File: config.mk
export PLATFORM = sky130hd
export DESIGN_NAME = ssc_slave
export DESIGN_NICKNAME = d
export VERILOG_FILES = /design/src/rtl/ssc_slave.sv
export SDC_FILE = /design/constraint.sdc
export NUM_CORES = 1
export LEC_CHECK = 0
export ABC_AREA = 1
export BUFFER_PORTS_ARGS = -buffer_cell sky130_fd_sc_hd__buf_2
export CAP_MARGIN = 15
export CORE_AREA = 2 2 114 138
export DETAILED_ROUTE_END_ITERATION = 12
export DIE_AREA = 0 0 116 140
export GPL_ROUTABILITY_DRIVEN = 0
export PLACE_DENSITY = 0.79
export SLEW_MARGIN = 40
export SYNTH_ARGS = -nofsm -noshare
export SYNTH_HDL_FRONTEND = slang
export SYNTH_SLANG_ARGS = --single-unit
File: constraint.sdc
create_clock -name CLK -period 3.4 [get_ports CLK]
set_input_delay 0.51 -clock CLK [delete_from_list [all_inputs] [get_ports CLK]]
set_output_delay 0.51 -clock CLK [all_outputs]
set_load 0.02 [all_outputs]
File: src/rtl/ssc_slave.sv
// ssc_slave: SSC frame slave (command, write and read data fields).
// Oversamples the async SSC lines on CLK and decodes one frame per sync-low window.
//
// Ports:
//   CLK, RESET            system clock, sync active-high reset
//   sscClk/sscSync        SSC clock (idle high) and frame sync (active low)
//   sscDataIn             serial data from master
//   sscDataOut/sscDataOE  serial read data and its drive enable
//   cmdOut/cmdValid       received command and its one-cycle strobe
//   cmdDir/cmdDataLength  per-command direction and data length
//   rdData                read payload, right-aligned
//   wrData/wrValid        write payload, right-aligned, and its strobe
//   busy/frameError       frame in progress / aborted-frame pulse
`timescale 1ns/1ps
module ssc_slave #(
  parameter int MAX_LEN = 48,
  parameter int CMD_LEN = 5
) (
  input  logic               CLK,
  input  logic               RESET,
  input  logic               sscClk,
  input  logic               sscSync,
  input  logic               sscDataIn,
  output logic               sscDataOut,
  output logic               sscDataOE,
  output logic [CMD_LEN-1:0] cmdOut,
  output logic               cmdValid,
  input  logic               cmdDir,
  input  logic [5:0]         cmdDataLength,
  input  logic [MAX_LEN-1:0] rdData,
  output logic [MAX_LEN-1:0] wrData,
  output logic               wrValid,
  output logic               busy,
  output logic               frameError
);

  typedef enum logic [2:0] {
    IDLE,
    CMD,
    WRITE,
    READ,
    WAIT_END
  } state_t;

  localparam logic [5:0] MAXL = 6'(MAX_LEN);
  localparam logic [5:0] CMDL = 6'(CMD_LEN);

  state_t state;

  logic [2:0] clkS;
  logic [1:0] syncS;
  logic [1:0] dataS;
  logic [1:0] warm;
  logic       armed;

  logic [5:0] bitCnt;
  logic [5:0] len;
  logic [MAX_LEN-2:0] shiftReg;
  logic [MAX_LEN-1:0] rdReg;

  logic rise;
  logic fall;
  logic syncHi;
  logic bitIn;
  logic [5:0] lenC;
  logic [5:0] cntNext;
  logic [5:0] rdIdx;
  logic [MAX_LEN-1:0] shiftNext;

  always_comb begin
    rise      = clkS[1] & ~clkS[2];
    fall      = ~clkS[1] & clkS[2];
    syncHi    = syncS[1];
    bitIn     = dataS[1];
    lenC      = (cmdDataLength > MAXL) ? MAXL : cmdDataLength;
    cntNext   = bitCnt + 6'd1;
    rdIdx     = len - bitCnt - 6'd1;
    shiftNext = {shiftReg, bitIn};
  end

  always_ff @(posedge CLK) begin
    if (RESET) begin
      state      <= IDLE;
      clkS       <= 3'b111;
      syncS      <= 2'b11;
      dataS      <= 2'b00;
      warm       <= 2'd0;
      armed      <= 1'b0;
      bitCnt     <= 6'd0;
      len        <= 6'd0;
      shiftReg   <= '0;
      rdReg      <= '0;
      cmdOut     <= '0;
      cmdValid   <= 1'b0;
      wrData     <= '0;
      wrValid    <= 1'b0;
      busy       <= 1'b0;
      frameError <= 1'b0;
      sscDataOE  <= 1'b0;
      sscDataOut <= 1'b1;
    end else begin
      clkS  <= {clkS[1:0], sscClk};
      syncS <= {syncS[0], sscSync};
      dataS <= {dataS[0], sscDataIn};
      // The sync pipeline only reflects the pin two cycles after
      // reset; arming before that would trust the reset value.
      if (!warm[1]) warm <= warm + 2'd1;
      cmdValid   <= 1'b0;
      wrValid    <= 1'b0;
      frameError <= 1'b0;
      unique case (state)
        IDLE: begin
          if (syncHi) begin
            if (warm[1]) armed <= 1'b1;
          end else if (armed) begin
            state    <= CMD;
            busy     <= 1'b1;
            bitCnt   <= 6'd0;
            shiftReg <= '0;
            armed    <= 1'b0;
          end
        end
        CMD: begin
          if (cmdValid) begin
            // Decode cycle: direction/length/payload are valid now.
            rdReg    <= rdData;
            len      <= lenC;
            bitCnt   <= 6'd0;
            shiftReg <= '0;
            if (lenC == 6'd0) begin
              state <= WAIT_END;
            end else if (cmdDir) begin
              state <= WRITE;
            end else begin
              state      <= READ;
              sscDataOE  <= 1'b1;
              sscDataOut <= rdData[lenC - 6'd1];
            end
          end else if (syncHi) begin
            state      <= IDLE;
            busy       <= 1'b0;
            frameError <= 1'b1;
            armed      <= 1'b1;
          end else if (rise) begin
            shiftReg <= shiftNext[MAX_LEN-2:0];
            bitCnt   <= cntNext;
            if (cntNext == CMDL) begin
              cmdOut   <= shiftNext[CMD_LEN-1:0];
              cmdValid <= 1'b1;
            end
          end
        end
        WRITE: begin
          if (syncHi) begin
            state      <= IDLE;
            busy       <= 1'b0;
            frameError <= 1'b1;
            armed      <= 1'b1;
          end else if (rise) begin
            shiftReg <= shiftNext[MAX_LEN-2:0];
            bitCnt   <= cntNext;
            if (cntNext == len) begin
              wrData  <= shiftNext;
              wrValid <= 1'b1;
              state   <= WAIT_END;
            end
          end
        end
        READ: begin
          if (syncHi) begin
            sscDataOE  <= 1'b0;
            sscDataOut <= 1'b1;
            if (bitCnt == len) begin
              state <= WAIT_END;
            end else begin
              state      <= IDLE;
              busy       <= 1'b0;
              frameError <= 1'b1;
              armed      <= 1'b1;
            end
          end else if (rise && bitCnt != len) begin
            bitCnt <= cntNext;
          end else if (fall) begin
            if (bitCnt == len) begin
              sscDataOE  <= 1'b0;
              sscDataOut <= 1'b1;
              state      <= WAIT_END;
            end else begin
              sscDataOut <= rdReg[rdIdx];
            end
          end
        end
        WAIT_END: begin
          if (syncHi) begin
            state <= IDLE;
            busy  <= 1'b0;
            armed <= 1'b1;
          end
        end
        default: state <= IDLE;
      endcase
    end
  end

endmodule

==> flow_summary.toml <==
[synthesis]
synth_cells = 1219
synth.top_cells.by_area = "dfxtp_1, a21oi_1, nand2_1"
syn-cell-area_sq_um = 8470
synth_seq_cells = 179
syn_avg_cell_area_sq_um = 6.95
synth_cell_types = 36
synth_nets = 1288
post-synth-top-area-fraction = 0.423
synth-seq-area-share = 0.423
yosysWarnings = 0
synth_top_area_cell = "dfxtp_1"

[placed_design]
port-buffer-count = 118
postPlaceCellArea_sq_um = 9130
dpl.hpwl_mm = 14.5

[setup_path]
cp.required_ns = 3.72
critPathMaxStageDelay_ns = 0.80
worstSetupPathType = "reg2reg"
startpoint_type = "flip-flop"
critPathCaptureType = "flip-flop"
crit_path_frequent_cell = "nand2_1"
cp.arrival_ns = 3.10
crit_slowest_cell = "fa_1"
path_cells = "inv_1 -> ha_1 -> fa_1 -> inv_1 -> a21oi_1 -> o21ai_0 -> nand2_1 -> nand2_1 -> nand2_1 -> nand2_1 -> nand4_1 -> nand3_1 -> nand2_1 -> inv_1 -> nand2_1 -> nand2_1"
critPathMaxFanout = 13

[drt]
routedWlPerCell_um = 14.0
detail-route-antenna-nets = 0
drtIter0Drc = 708
routed_wl_mm = 21.1
firstDrtPassIters = 8
drc = 0
vias_per_cell = 5.35
vias = 8087

[die]
io_pins = 119
die_h_um = 140
core_area_sq_um = 14800
dieArea_sq_um = 16200
start_util = 0.571
rows = 49
die_w_um = 116

[timing]
post-route-period-util = 0.819
rsz0062_at_grt = "no"
tns_ns = 0
fin_skew_ns = 0.0103
relSlewSlack = 0.482
max_freq_mhz = 359
min_period_ns = 2.78
final_max_slew_viol_count = 0
tightest_slew_ns = 0.776
timing.hold.ws_ns = 0.259
setup_viol = 0
hold_viol = 0

[power_and_ir_drop]
powerDensity_nw_per_um2 = 437
power_mw = 4.22
ir_worst_vdd_mv = 0.318
p_leak_nw = 4.07

[hold_path]
hp-class = "in2reg"

[clock_network]
hold_buffers = 0
cts_max_level = 4
cts_buffers = 17
ctsResizeCount = 0
postCtsSetupBuffers = 0
cts_buffer_depth = 2
clock-sinks = 179
clock-root-buffer = "clkbuf_16"
clkSlewWorstSetupHoldPaths_ns = 0.07
clock_latency_ns = 0.43
cts_tree = "yes"

[finish]
layout.core_utilization = 0.652
design_area_sq_um = 9670
nets = 1365
diodes = 0
drive_gt1_frac = 0.139
syn2layout_area_growth_pct = 14.2

[run_status]
status = "finished clean"

[job]
drv_cap = 0

[global_route]
gr-total-overflow = 0
grt_pass1_wl_mm = 34.8
grt_pass1_vias = 7570
track_usage = 0.264
antenna_found_initial = 0
grt_max_degree = 70
## cells by family (layout without fill, tap and decap cells)
kind of cell    Yosys count  count (layout)  share of synthesized area
simple gates            377             377                      0.187
compound gates          361             361                      0.233
buf+inv                 283             371                      0.132
flops                   179             179                      0.423
xor+xnor                 10              10                     0.0103
fa+ha+maj                 9               9                     0.0142
## final timing paths
path	start	to	slack (ns)	depth (start not counted)
worst max-delay path	bitCnt[0]	sscDataOut	0.62	16
worst min-delay path	sscClk	clkS[0]	0.26	2
worst max register to register	bitCnt[0]	sscDataOut	0.62	16
worst min register to register	dataS[0]	dataS[1]	0.41	2
## power breakdown
group	total [mW]	leakage, nW	switching, mW	internal (mW)
combinational	0.296	2.36	0.193	0.103
sequential	2.11	1.44	0.00590	2.11
clock	1.81	0.258	0.820	0.992
total	4.22	4.07	1.02	3.20
## area by class of cell
cell class	instances	area, sq um
Clock inverter	9	71.3
Multi-Input combinational cell	757	3780
Tap cell	204	255
Fill cell	1401	5170
Clock buffer	21	470
Inverter	208	781
Sequential cell	179	3580
Timing Repair Buffer	133	728
## routing by layer
metal  GRT usage  share of wire  wire (um)  vias to the layer above
met5           0              0          0                        -
met4       0.122          0.032        669                        0
met3      0.0524          0.060       1260                       54
met2       0.438           0.48      10100                      280
met1       0.328           0.43       9090                     3659
li1            -              -          -                     4094
## placed cells by master, fill, tap and decap left out, types with 4 or more instances in the layout
master / count
a211oi_1: 49
a21oi_1: 168
buf_2: 118
buf_4: 13
clkbuf_16: 17
dfxtp_1: 179
ha_1: 8
inv_1: 201
inv_2: 5
nand2_1: 221
nand3_1: 76
nand4_1: 5
nor2_1: 51
nor3_1: 7
o211ai_1: 8
o21ai_0: 124
o21ai_1: 6
or2_2: 6
xnor2_1: 4
xor2_1: 6
## worst max-delay path: cells and delay by family (launching register included)
kind                     cells  cell delay, ns
adder cells (fa/ha/maj)      2            1.05
buffers and inverters        3            0.47
AO/OA/AOI/OAI                2            0.28
AND/OR/NAND/NOR              9            0.51
flip-flops                   1            0.37
## sequential cells by signal (all words and copies together), names as in the netlist
| register | count |
|---|---|
| frameError | 1 |
| bitCnt | 6 |
| cmdOut | 5 |
| wrValid | 1 |
| syncS | 2 |
| len | 6 |
| warm | 2 |
| shiftReg | 47 |
| sscDataOut | 1 |
| state | 3 |
| busy | 1 |
| cmdValid | 1 |
| rdReg | 48 |
| dataS | 2 |
| clkS | 3 |
| armed | 1 |
| sscDataOE | 1 |
| wrData | 48 |
## metrics by stage
stage          std cells  setup WS [ns]
2_1_floorplan       1219          0.894
3_3_place_gp        1481          0.661
3_5_place_dp        1481          0.615
4_1_cts             1511          0.596
5_1_grt             1511          0.259
6_report            1511          0.615
## cells in the mapped netlist
| library cell | count |
|---|---|
| nor4b_1 | 1 |
| clkbuf_2 | 1 |
| o21bai_1 | 1 |
| nor2_2 | 3 |
| nor3_1 | 7 |
| a211oi_1 | 49 |
| nor4_1 | 1 |
| buf_1 | 4 |
| a21oi_1 | 168 |
| ha_1 | 8 |
| clkbuf_1 | 46 |
| buf_6 | 4 |
| fa_1 | 1 |
| a21boi_2 | 1 |
| inv_2 | 4 |
| nand3_1 | 77 |
| dfxtp_1 | 179 |
| nand4_1 | 5 |
| buf_2 | 20 |
| nand2_1 | 221 |
| and3_1 | 1 |
| a21oi_4 | 1 |
| nand3_2 | 1 |
| nand3b_1 | 1 |
| o21ai_1 | 6 |
| nor2_1 | 52 |
| nor3_2 | 1 |
| xnor2_1 | 4 |
| xor2_1 | 6 |
| inv_1 | 202 |
| or2_2 | 6 |
| o31ai_1 | 2 |
| o22ai_1 | 1 |
| clkinv_1 | 2 |
| o211ai_1 | 8 |
| o21ai_0 | 124 |
(Power assumes the default switching activity.)
